--- src/rtl/vga_tile_renderer.sv ---
// vga_tile_renderer: VGA timing generator and tile-board renderer; define VGA_FRAME_TICK_EN to add the frame_tick output
`timescale 1ns/1ps
module vga_tile_renderer #(
    parameter int H_ACTIVE  = 640,
    parameter int H_FP      = 16,
    parameter int H_SYNC    = 96,
    parameter int H_BP      = 48,
    parameter int V_ACTIVE  = 400,
    parameter int V_FP      = 12,
    parameter int V_SYNC    = 2,
    parameter int V_BP      = 35,
    parameter int HS_POL    = 0,
    parameter int VS_POL    = 1,
    parameter int TILE_LOG2 = 4,
    parameter int BOARD_W   = 32,
    parameter int BOARD_H   = 16,
    parameter int BOARD_X0  = 64,
    parameter int BOARD_Y0  = 48,
    parameter int BORDER    = 16,
    parameter int RD_LAT    = 1,
    parameter int CELL_W    = 2
) (
    input  logic                                               clk,
    input  logic                                               rst,
    output logic                                               HS,
    output logic                                               VS,
    output logic [2:0]                                         R,
    output logic [2:0]                                         G,
    output logic [1:0]                                         B,
    output logic [(BOARD_W > 1 ? $clog2(BOARD_W) : 1)-1:0]     board_x,
    output logic [(BOARD_H > 1 ? $clog2(BOARD_H) : 1)-1:0]     board_y,
    output logic                                               board_rd,
    input  logic [CELL_W-1:0]                                  board_cell
`ifdef VGA_FRAME_TICK_EN
    ,
    output logic                                               frame_tick
`endif
);
    localparam int XW      = BOARD_W > 1 ? $clog2(BOARD_W) : 1;
    localparam int YW      = BOARD_H > 1 ? $clog2(BOARD_H) : 1;
    localparam int TS      = 1 << TILE_LOG2;
    localparam int H_TOTAL = H_ACTIVE + H_FP + H_SYNC + H_BP;
    localparam int V_TOTAL = V_ACTIVE + V_FP + V_SYNC + V_BP;
    localparam int HW      = $clog2(H_TOTAL);
    localparam int VW      = $clog2(V_TOTAL);
    localparam int BX1     = BOARD_X0 + BOARD_W * TS;
    localparam int BY1     = BOARD_Y0 + BOARD_H * TS;
    localparam logic HP    = 1'(HS_POL);
    localparam logic VP    = 1'(VS_POL);
`ifdef VGA_FRAME_TICK_EN
    localparam int FW      = 7;
`else
    localparam int FW      = 6;
`endif

    generate
        if (BOARD_X0 < BORDER || BX1 + BORDER > H_ACTIVE ||
            BOARD_Y0 < BORDER || BY1 + BORDER > V_ACTIVE) begin : g_bad_place
            $error("vga_tile_renderer: board plus border must lie inside the active area");
        end
        if (RD_LAT < 0 || RD_LAT > 3 || CELL_W < 1 || CELL_W > 2) begin : g_bad_cfg
            $error("vga_tile_renderer: RD_LAT must be 0..3 and CELL_W 1..2");
        end
    endgenerate

    logic [HW-1:0] r_h;
    logic [VW-1:0] r_v;
    logic [31:0]   w_h, w_v, w_lx, w_ly;
    logic          w_inb;
    logic [FW-1:0] w_flags;
    logic [FW-1:0] r_dl [0:RD_LAT];
    logic [FW-1:0] w_last;
    logic [1:0]    w_cell;
    logic [7:0]    w_pal, w_col;

    assign w_h    = 32'(r_h);
    assign w_v    = 32'(r_v);
    assign w_lx   = (w_h - BOARD_X0) & (TS - 1);
    assign w_ly   = (w_v - BOARD_Y0) & (TS - 1);
    assign w_last = r_dl[RD_LAT];
    assign w_cell = 2'(board_cell);

    // Pixel and line counters; v advances when h wraps
    always_ff @(posedge clk or posedge rst) begin
        if (rst) begin
            r_h <= '0;
            r_v <= '0;
        end else if (r_h == HW'(H_TOTAL - 1)) begin
            r_h <= '0;
            r_v <= (r_v == VW'(V_TOTAL - 1)) ? '0 : r_v + VW'(1);
        end else begin
            r_h <= r_h + HW'(1);
        end
    end

    // Per-pixel flags: [0] visible, [1] border ring, [2] inside board, [3] in-dot, [4] HS active, [5] VS active, [6] frame tick
    always_comb begin
        w_inb      = w_h >= BOARD_X0 && w_h < BX1 && w_v >= BOARD_Y0 && w_v < BY1;
        w_flags    = '0;
        w_flags[0] = w_h < H_ACTIVE && w_v < V_ACTIVE;
        w_flags[1] = !w_inb && w_h >= BOARD_X0 - BORDER && w_h < BX1 + BORDER &&
                     w_v >= BOARD_Y0 - BORDER && w_v < BY1 + BORDER;
        w_flags[2] = w_inb;
        w_flags[3] = w_lx >= 2 && w_lx <= TS - 2 && w_ly >= 2 && w_ly <= TS - 2;
        w_flags[4] = w_h >= H_ACTIVE + H_FP && w_h < H_ACTIVE + H_FP + H_SYNC;
        w_flags[5] = w_v >= V_ACTIVE + V_FP && w_v < V_ACTIVE + V_FP + V_SYNC;
`ifdef VGA_FRAME_TICK_EN
        w_flags[FW-1] = w_h == H_ACTIVE - 1 && w_v == V_ACTIVE - 1;
`endif
    end

    // Board address stage: addresses update only inside the board and hold elsewhere
    always_ff @(posedge clk or posedge rst) begin
        if (rst) begin
            board_x  <= '0;
            board_y  <= '0;
            board_rd <= 1'b0;
        end else begin
            board_rd <= w_inb;
            if (w_inb) begin
                board_x <= XW'((w_h - BOARD_X0) >> TILE_LOG2);
                board_y <= YW'((w_v - BOARD_Y0) >> TILE_LOG2);
            end
        end
    end

    // Flag delay line, RD_LAT+1 deep, so the last stage lines up with board_cell
    always_ff @(posedge clk or posedge rst) begin
        if (rst) begin
            for (int i = 0; i <= RD_LAT; i++) r_dl[i] <= '0;
        end else begin
            r_dl[0] <= w_flags;
            for (int i = 1; i <= RD_LAT; i++) r_dl[i] <= r_dl[i-1];
        end
    end

    // Colour select: blank, border, palette dot, or board background
    always_comb begin
        w_pal = w_cell == 2'd1 ? 8'hFF : w_cell == 2'd2 ? 8'hE0 : 8'h1C;
        w_col = !w_last[0] ? 8'h00 :
                w_last[1] ? 8'h4A :
                (w_last[2] && w_last[3] && w_cell != 2'd0) ? w_pal : 8'h25;
    end

    // Pin register: sync and colour leave together, RD_LAT+2 cycles after the counters
    always_ff @(posedge clk or posedge rst) begin
        if (rst) begin
            HS        <= ~HP;
            VS        <= ~VP;
            {R, G, B} <= 8'h00;
        end else begin
            HS        <= w_last[4] ? HP : ~HP;
            VS        <= w_last[5] ? VP : ~VP;
            {R, G, B} <= w_col;
        end
    end

`ifdef VGA_FRAME_TICK_EN
    // Frame tick marks the last visible pixel arriving at the pins
    always_ff @(posedge clk or posedge rst) begin
        if (rst) frame_tick <= 1'b0;
        else     frame_tick <= w_last[FW-1];
    end
`endif
endmodule

--- config.mk ---
export PLATFORM = sky130hd
export DESIGN_NAME = vga_tile_renderer
export DESIGN_NICKNAME = d
export VERILOG_FILES = /design/src/rtl/vga_tile_renderer.sv
export SDC_FILE = /design/constraint.sdc
export NUM_CORES = 1
export LEC_CHECK = 0
export ABC_AREA = 1
export ABC_CLOCK_PERIOD_IN_PS = 2700
export CAP_MARGIN = 20
export CORE_MARGIN = 2
export CORE_UTILIZATION = 50
export CTS_BUF_LIST = sky130_fd_sc_hd__clkbuf_16
export CTS_CLUSTER_DIAMETER = 40
export CTS_CLUSTER_SIZE = 25
export DETAILED_ROUTE_END_ITERATION = 10
export PLACE_DENSITY = 0.71
export SLEW_MARGIN = 15
export SYNTH_ARGS = -nofsm -noshare
export SYNTH_HDL_FRONTEND = slang
export SYNTH_SLANG_ARGS = --single-unit
--- constraint.sdc ---
create_clock -name clk -period 2.7 [get_ports clk]
set_clock_uncertainty 0.2 [all_clocks]
set_input_delay 0.27 -clock clk [delete_from_list [all_inputs] [get_ports clk]]
set_output_delay 0.27 -clock clk [all_outputs]
set_load 0.01 [all_outputs]
==> impl_metrics.json, run 1 <==
{
  "critical_path_class": "register to register",
  "wire_per_inst_microns": 11.7,
  "crit_arrival_ns": 1.78,
  "clk_latency_ns": 0.28,
  "wl_met1_microns": 2280,
  "post_cts_buffers": 0,
  "numPortBuffers": 23,
  "min_path_type": "register to register",
  "leakagePower_nw": 1.54,
  "path_common_cell": "nand2_1",
  "syn_nets": 330,
  "synth_top_family_by_area": "simple AND/OR/NAND/NOR gates",
  "power_density_mw_per_mm2": 467,
  "hold_viol_final": 0,
  "drt_pre_antenna_iters": 4,
  "die_area_sq_mm": 0.00610,
  "synth_fa_ha_area_frac": 0.0730,
  "grt_max_degree": 51,
  "gp_congestion": 0.799,
  "initial_utilization": 0.527,
  "muxShareOfSynthArea": 0,
  "syn_area_per_cell_sq_um": 8.85,
  "cts_tree": "built",
  "overflow": 0,
  "ios": 24,
  "status": "finished clean",
  "synth.cell_area_sq_mm": 0.00274,
  "rsz0062_at_grt": "no",
  "clk_pin_slew_ns": 0.07,
  "synth_compound_area_frac": 0.0511,
  "cp_data_required_time_ns": 2.68,
  "crit_chain": "ha_1 -> nand2_1 -> inv_1 -> nand3_4 -> nand2_4 -> nand3_4 -> nand2_1 -> nand2_1",
  "area_delta_synth_final_pct": 15.2,
  "dr.first_iter.drc_count": 88,
  "holdWs_ns": 0.150,
  "drv_cap": 0,
  "pwr-share-clk": 0.476,
  "diodes": 0,
  "sw_frac_of_total": 0.192,
  "root_buffer": "clkbuf_16",
  "antenna_found_initial": 0,
  "worst_slew_pin_slew_ns": 0.609,
  "synthCells": 310,
  "num_vias": 2002,
  "grtUsageTotal": 0.170,
  "drc_errors": 0,
  "p_int_mw": 1.19,
  "vias_per_cell": 4.94,
  "period_share": 0.668,
  "wl_met2_microns": 2240,
  "die_y_microns": 78.1,
  "worst_path_max_delay_cell": "dfrtp_1",
  "slew_headroom": 0.594,
  "sequentialPowerShare": 0.507,
  "drive_gt1_frac": 0.158,
  "crit_path_end_kind": "register",
  "fillers": 471,
  "wl_microns": 4760,
  "final.min_clock_period_ns": 1.80,
  "numCtsBuffers": 5,
  "worstPathMaxFanout": 11,
  "critPathLaunchType": "register",
  "ys_seq_area_frac": 0.456,
  "setup_viol": 0,
  "crit_path_max_incr_delay_ns": 0.52,
  "fin_nets": 354,
  "yosysWarningCount": 0,
  "fmax_ghz": 0.555,
  "drtAntennaViolNets": 0,
  "synth.distinct_cells": 33,
  "synthXorXnorAreaFrac": 0.0160,
  "tns_ns": 0,
  "grt_pass1_wl_microns": 8310,
  "netSwitchingPower_mw": 0.284,
  "grt_pass1_vias": 1849,
  "clock-sinks": 50,
  "route.met3.wl_microns": 185,
  "slew_viol_final": 0,
  "clockBufferDepth": 2,
  "top_layer_used": "met4",
  "synth_seq_cells": 50,
  "core_area_sq_mm": 0.00520,
  "htree_levels": 2,
  "irDropWorstVdd_uv": 208,
  "synthSimpleGateAreaFrac": 0.311,
  "postCtsHoldBufs": 0,
  "hpwl_microns": 3530,
  "combPwrFrac": 0.017,
  "cts_resized": 0,
  "die_x_microns": 78.1,
  "fp-row-count": 26
}
-- metal layers --
metal / up-vias / GRT usage
met4: 0 / 0.0421
met3: 5 / 0.0310
met1: 939 / 0.229
li1: 1020 / -
met5: - / 0
met2: 38 / 0.286
-- worst max-delay path: cells and delay by family, from the launching register on --
| family | cells | cell delay, ns |
|---|---|---|
| simple gates | 6 | 0.57 |
| flops | 1 | 0.52 |
| fa+ha+maj | 1 | 0.32 |
| buf+inv | 1 | 0.09 |
-- cell families (layout without fill, tap and decap cells) --
group / Yosys count / count (layout)
simple gates: 161 / 161
buf+inv: 52 / 77
flops: 50 / 50
compound gates: 26 / 26
fa+ha+maj: 16 / 16
xor+xnor: 5 / 5
-- power groups by stage --
stage	sequential, mW	combinational, mW	clock, mW
3_3_place_gp	0.763	0.0254	0
4_1_cts	0.749	0.0259	0.718
2_1_floorplan	0.763	0.0146	0
3_5_place_dp	0.763	0.0258	0
6_report	0.749	0.0246	0.702
5_1_grt	0.748	0.0294	0.751
-- registers in the layout (all words and copies together), names as in the netlist --
signal,flops
w_last,6
VS,1
r_v,9
r_dl,6
R,3
G,3
B,2
HS,1
r_h,10
board_y,4
board_x,5
-- final cells by class --
type | count | area, sq um | share of cell area
clock buffers | 5 | 125 | 0.0396
clock inverters | 3 | 45.0 | 0.0143
inverters | 45 | 176 | 0.0558
multi-input cells | 208 | 1240 | 0.391
flip-flops and latches | 50 | 1250 | 0.396
well taps | 70 | 87.6 | 0.0277
repair buffers | 24 | 238 | 0.0752
-- synthesized netlist by cell type (all sizes together) --
cell type | count | area [sq um]
or2 | 1 | 6.26
nor3 | 2 | 15.0
buf | 7 | 78.8
a21oi | 10 | 53.8
inv | 44 | 173
clkinv | 1 | 3.75
a211oi | 1 | 7.51
ha | 16 | 200
xor2 | 4 | 35.0
nand3b | 1 | 7.51
nand2 | 87 | 384
nand4 | 15 | 109
and3 | 1 | 6.26
dfrtp | 49 | 1230
nand3 | 18 | 125
dfstp | 1 | 26.3
xnor2 | 1 | 8.76
o21ai | 15 | 78.8
nor2 | 36 | 199
-- final timing paths --
path | startpoint | end | slack (ns) | depth (start not counted)
setup / recovery | r_v[4] | board_y[0] | 0.90 | 8
hold / removal | r_dl[9] | w_last[3] | 0.15 | 0
setup reg to reg | r_v[4] | board_y[0] | 0.90 | 8
hold reg to reg | r_dl[9] | w_last[3] | 0.15 | 0
max in group asynchronous | rst | B[1] | 1.61 | 3
min in group asynchronous | rst | board_x[0] | 0.28 | 3
-- stage by stage --
| stage | instance area, sq um | std cells | setup WS [ns] | util | total power [mW] |
|---|---|---|---|---|---|
| floorplan | 2740 | 310 | 1.03 | - | 0.778 |
| global placement | 2990 | 397 | 0.910 | 0.575 | 0.788 |
| detailed placement | 2990 | 397 | 0.851 | 0.575 | 0.789 |
| CTS | 3160 | 405 | 0.894 | 0.607 | 1.49 |
| global route | 3160 | 405 | 0.755 | 0.607 | 1.53 |
| finish | 3160 | 405 | 0.897 | 0.607 | 1.48 |
-- placed cells by master, fill, tap and decap left out, types with 9 or more instances in the layout --
| master | count |
|---|---|
| ha_1 | 16 |
| nor2_1 | 26 |
| nand2_2 | 11 |
| nand2_1 | 72 |
| nand4_1 | 14 |
| a21oi_1 | 9 |
| inv_1 | 35 |
| clkdlybuf4s50_1 | 23 |
| dfrtp_1 | 49 |
| nand3_1 | 14 |
(Power assumes the default switching activity.)
==> run 2: changes to the inputs <==
--- a/config.mk
+++ b/config.mk
@@ -6,7 +6,7 @@
 export NUM_CORES = 1
 export LEC_CHECK = 0
 export ABC_AREA = 1
-export ABC_CLOCK_PERIOD_IN_PS = 2700
+export ABC_CLOCK_PERIOD_IN_PS = 1700
 export CAP_MARGIN = 20
 export CORE_MARGIN = 2
 export CORE_UTILIZATION = 50
==> constraint.sdc (replaced) <==
create_clock -name clk -period 1.7 [get_ports clk]
set_clock_uncertainty 0.2 [all_clocks]
set_input_delay 0.17 -clock clk [delete_from_list [all_inputs] [get_ports clk]]
set_output_delay 0.17 -clock clk [all_outputs]
set_load 0.01 [all_outputs]
==> impl_metrics.json, run 2 (same netlist as run 1, synthesis figures left out) <==
{
  "use_met3": 0.0322,
  "grt_pass1_wl_microns": 8720,
  "critPathLaunchType": "register",
  "wire_per_inst_microns": 11.9,
  "drtAntennaViolNets": 0,
  "fin_nets": 370,
  "hpwl_microns": 3610,
  "rsz0062_at_grt": "yes",
  "min_path_type": "input port to asynchronous set/reset pin",
  "clockBufferDepth": 2,
  "antenna_found_initial": 0,
  "fmax_ghz": 0.613,
  "die_area_sq_mm": 0.00610,
  "cp_data_required_time_ns": 1.72,
  "postCtsHoldBufs": 0,
  "clk_pin_slew_ns": 0.07,
  "slew_viol_final": 0,
  "drt_pre_antenna_iters": 4,
  "slew_headroom": 0.697,
  "crit_path_max_incr_delay_ns": 0.42,
  "setup_viol": 0,
  "drc_errors": 0,
  "wl_microns": 5000,
  "root_buffer": "clkbuf_16",
  "leakagePower_nw": 1.60,
  "irDropWorstVdd_uv": 422,
  "core_area_sq_mm": 0.00520,
  "total_power_mw": 2.36,
  "area_delta_synth_final_pct": 21.9,
  "reg2reg_depth": 8,
  "use_met1": 0.242,
  "status": "finished clean",
  "crit_path_end_kind": "register",
  "clk_latency_ns": 0.29,
  "diodes": 0,
  "clock-sinks": 50,
  "largest-register": "r_h",
  "grt_pass1_vias": 1946,
  "grtUsageTotal": 0.180,
  "crit_arrival_ns": 1.65,
  "worst_path_max_delay_cell": "dfrtp_1",
  "setup_ws_ns": 0.0687,
  "gp_congestion": 0.934,
  "dr.first_iter.drc_count": 92,
  "worst_slew_pin_slew_ns": 0.454,
  "fp-row-count": 26,
  "crit_chain": "inv_2 -> ha_2 -> nand3_2 -> nor2_4 -> nand2_8 -> clkinv_8 -> nand3b_1 -> o21ai_1",
  "grt_busiest_layer": "met2",
  "met2_usage": 0.299,
  "grt_max_degree": 51,
  "ios": 24,
  "worstPathMaxFanout": 14,
  "die_y_microns": 78.1,
  "reg.largest.list": "r_h x10, r_v x9",
  "vias_per_cell": 4.97,
  "numCtsBuffers": 5,
  "num_vias": 2093,
  "die_x_microns": 78.1,
  "drv_cap": 0,
  "cts_tree": "built",
  "power_density_mw_per_mm2": 705,
  "final.min_clock_period_ns": 1.63,
  "htree_levels": 2,
  "layout_common_cells": "72 x nand2_1, 47 x dfrtp_1, 32 x inv_1, 26 x nor2_1, 22 x clkdlybuf4s50_1",
  "layout_commonest_cell": "nand2_1",
  "initial_utilization": 0.527,
  "numPortBuffers": 23,
  "regToRegEndpoint": "r_v[3]",
  "r2r_slack_ns": 0.07,
  "critical_path_class": "register to register",
  "drive_gt1_frac": 0.222,
  "period_share": 0.960,
  "largest_reg_flops": 10,
  "r2r-start": "r_h[6]",
  "pre_cts_ws_ns": -0.0868,
  "hold_viol_final": 0,
  "overflow": 0
}
==> run 2: cell count changes in the layout (fill, tap and decap cells not counted), sizes merged <==
cell	change
buf	+14
nand3	+1
inv	-1
dlygate4sd2	+1
nand2	+1
clkinv	+1
clkdlybuf4s50	-1
==> run 2: worst max-delay path by stage <==
stage,start,to,cells after the start
detailed placement,board_cell[0],G[0],7
floorplan,r_h[6],board_x[1],9
CTS,r_h[6],board_y[2],8
global route,r_h[6],r_v[5],8
global placement,board_cell[0],G[0],7
finish,r_h[6],r_v[3],8
==> run 2: repair_timing <==
action,in CTS,in global routing
gates resized for setup,3,12
endpoints found under the setup margin,3,23
gates cloned,1,1
pin swaps,1,3
buffers inserted,0,2
==> run 2: power by group <==
group	switching [mW]	leakage, nW	total [mW]	internal, mW
clock	0.433	0.0760	1.13	0.693
combinational	0.0286	0.877	0.0426	0.0140
sequential	0	0.651	1.19	1.19
==> run 2: critical path: cells and delay by family, from the launching register on <==
| kind | cells | cell delay [ns] |
|---|---|---|
| and+or+nand+nor | 4 | 0.45 |
| adders and majority gates | 1 | 0.20 |
| buffers and inverters | 2 | 0.21 |
| DFF | 1 | 0.42 |
| AOI/OAI and AO/OA | 1 | 0.07 |
==> run 2: area by class of cell <==
class	instances	area, sq um
clock buffers	5	125
clock inverters	3	45.0
fillers	432	1860
inverters	45	186
multi-input cells	210	1280
flip-flops and latches	50	1250
well taps	70	87.6
repair buffers	38	367
==> run 2: per-stage QoR <==
step / instance area [sq um] / hold slack (ns) / instances / setup TNS (ns) / utilization
after global placement: 3110 / 0.132 / 409 / 0 / 0.597
after detailed placement: 3110 / 0.135 / 409 / -0.0868 / 0.597
after CTS: 3290 / 0.0489 / 418 / 0 / 0.632
after floorplan: 2740 / 0.131 / 310 / 0 / -
final: 3340 / 0.0356 / 421 / 0 / 0.643
after global routing: 3340 / 0.0786 / 421 / -0.0427 / 0.643
==> run 2: per-layer routing <==
metal  routed length, microns  up-vias
met3                      193        6
met1                     2310      987
met4                       60        0
met2                     2430       40
li1                         -     1060
met5                        0        -
==> run 3: changes to the inputs <==
--- a/config.mk
+++ b/config.mk
@@ -10,7 +10,7 @@
 export CAP_MARGIN = 20
 export CORE_MARGIN = 2
 export CORE_UTILIZATION = 50
-export CTS_BUF_LIST = sky130_fd_sc_hd__clkbuf_16
+export CTS_BUF_LIST = sky130_fd_sc_hd__clkbuf_8
 export CTS_CLUSTER_DIAMETER = 40
 export CTS_CLUSTER_SIZE = 25
 export DETAILED_ROUTE_END_ITERATION = 10
@@ -19,3 +19,4 @@
 export SYNTH_ARGS = -nofsm -noshare
 export SYNTH_HDL_FRONTEND = slang
 export SYNTH_SLANG_ARGS = --single-unit
+export TNS_END_PERCENT = 1
==> impl_metrics.json, run 3 (same netlist as run 1, synthesis figures left out) <==
{
  "status": "finished clean",
  "stdcell_count": 424,
  "startpoint": "r_h[6]",
  "worst_path_max_delay_cell": "dfrtp_1",
  "diodes": 0,
  "min_path_type": "input port to asynchronous set/reset pin",
  "rsz0062_at_grt": "yes",
  "overflow": 0,
  "period_share": 0.993,
  "drtAntennaViolNets": 0,
  "r2r_slack_ns": 0.01,
  "slew_headroom": 0.695,
  "largest_reg_flops": 10,
  "wire_per_inst_microns": 12.7,
  "clk_latency_ns": 0.31,
  "layout_common_cells": "70 x nand2_1, 47 x dfrtp_1, 32 x inv_1, 26 x nor2_1, 22 x clkdlybuf4s50_1",
  "fmax_ghz": 0.592,
  "htree_levels": 2,
  "final.min_clock_period_ns": 1.69,
  "clock-sinks": 50,
  "leakagePower_nw": 1.62,
  "crit_path_end_kind": "register",
  "irDropWorstVdd_uv": 347,
  "crit_arrival_ns": 1.68,
  "grt_pass1_vias": 1947,
  "hold_viol_final": 0,
  "drive_gt1_frac": 0.240,
  "crit_path_max_incr_delay_ns": 0.42,
  "crit_chain": "inv_2 -> ha_4 -> nand3_2 -> nor2_4 -> buf_12 -> nand2_4 -> nand2_1 -> o21ai_1",
  "worstPathMaxFanout": 7,
  "pre_cts_ws_ns": -0.0868,
  "grt_pass1_wl_microns": 8670,
  "fp-row-count": 26,
  "numPortBuffers": 23,
  "r2r-start": "r_h[6]",
  "hpwl_microns": 3610,
  "dr.first_iter.drc_count": 121,
  "clk_pin_slew_ns": 0.09,
  "fin_nets": 373,
  "setup_ws_ns": 0.0121,
  "cp_data_required_time_ns": 1.70,
  "cts_tree": "built",
  "slew_viol_final": 0,
  "antenna_found_initial": 0,
  "die_area_sq_mm": 0.00610,
  "drc_errors": 0,
  "num_vias": 2128,
  "grt_max_degree": 51,
  "place_inst": 409,
  "clockBufferDepth": 2,
  "fillers": 428,
  "drt_pre_antenna_iters": 4,
  "utilization": 0.646,
  "reg2reg_depth": 8,
  "die_x_microns": 78.1,
  "power_density_mw_per_mm2": 616,
  "drv_cap": 0,
  "root_buffer": "clkbuf_8",
  "vias_per_cell": 5.02,
  "gp_congestion": 0.934,
  "initial_utilization": 0.527,
  "largest-register": "r_h",
  "die_y_microns": 78.1,
  "regToRegEndpoint": "r_v[4]",
  "total_power_mw": 2.07,
  "area_delta_synth_final_pct": 22.5,
  "setup_viol": 0,
  "wl_microns": 5390,
  "ios": 24,
  "layout_commonest_cell": "nand2_1",
  "grtUsageTotal": 0.180,
  "critPathLaunchType": "register",
  "reg.largest.list": "r_h x10, r_v x9",
  "numCtsBuffers": 5,
  "critical_path_class": "register to register",
  "core_area_sq_mm": 0.00520,
  "worst_slew_pin_slew_ns": 0.458
}
## run 3: cell type report
cell class / count / area (sq um) / share of cell area
multi-input cells: 211 / 1320 / 0.393
flip-flops and latches: 50 / 1250 / 0.373
repair buffers: 40 / 394 / 0.117
inverters: 45 / 189 / 0.0562
well taps: 70 / 87.6 / 0.0261
clock buffers: 5 / 68.8 / 0.0205
clock inverters: 3 / 45.0 / 0.0134
## run 3: how the worst max path moves through the flow
stage	slack, ns	depth (start not counted)	endpoint
global route	-0.04	8	r_v[4]
floorplan	0.09	9	board_x[1]
finish	0.01	8	r_v[4]
detailed placement	-0.09	7	G[0]
global placement	0.02	7	G[0]
CTS	0.001	8	r_v[3]
## run 3: per-stage QoR
stage          hold WS, ns  TNS, ns  cell area [sq um]
2_1_floorplan        0.131        0               2740
5_1_grt             0.0465   -0.443               3360
3_3_place_gp         0.132        0               3110
3_5_place_dp         0.135  -0.0868               3110
6_report           0.00780        0               3360
4_1_cts             0.0215        0               3220
## run 3: critical path, delay by kind of cell, from the launching register on
kind,cells,cell delay (ns)
AOI/OAI and AO/OA,1,0.06
buffers and inverters,2,0.26
and+or+nand+nor,4,0.47
adders and majority gates,1,0.15
DFF,1,0.42
## run 3: repair_timing
item / in CTS / in global routing
setup endpoints to repair: 7 / 24
resized for setup: 3 / 19
hold buffers: 0 / 0
pin swaps: 0 / 4
setup buffers: 0 / 4
gates cloned: 0 / 3
## run 3: routing by layer
layer	wire length (microns)	part of all wire	track usage	vias to the layer above
met5	0	0	0	-
met4	101	0.019	0.0474	0
met3	256	0.048	0.0356	9
met2	2610	0.48	0.301	48
met1	2420	0.45	0.241	1005
li1	-	-	-	1066
## run 3: where the power goes
part / leakage [nW] / internal, mW / total [mW] / switching (mW)
sequential: 0.651 / 1.19 / 1.19 / 0
combinational: 0.915 / 0.0140 / 0.0429 / 0.0288
clock: 0.0504 / 0.438 / 0.841 / 0.403
total: 1.62 / 1.64 / 2.07 / 0.432
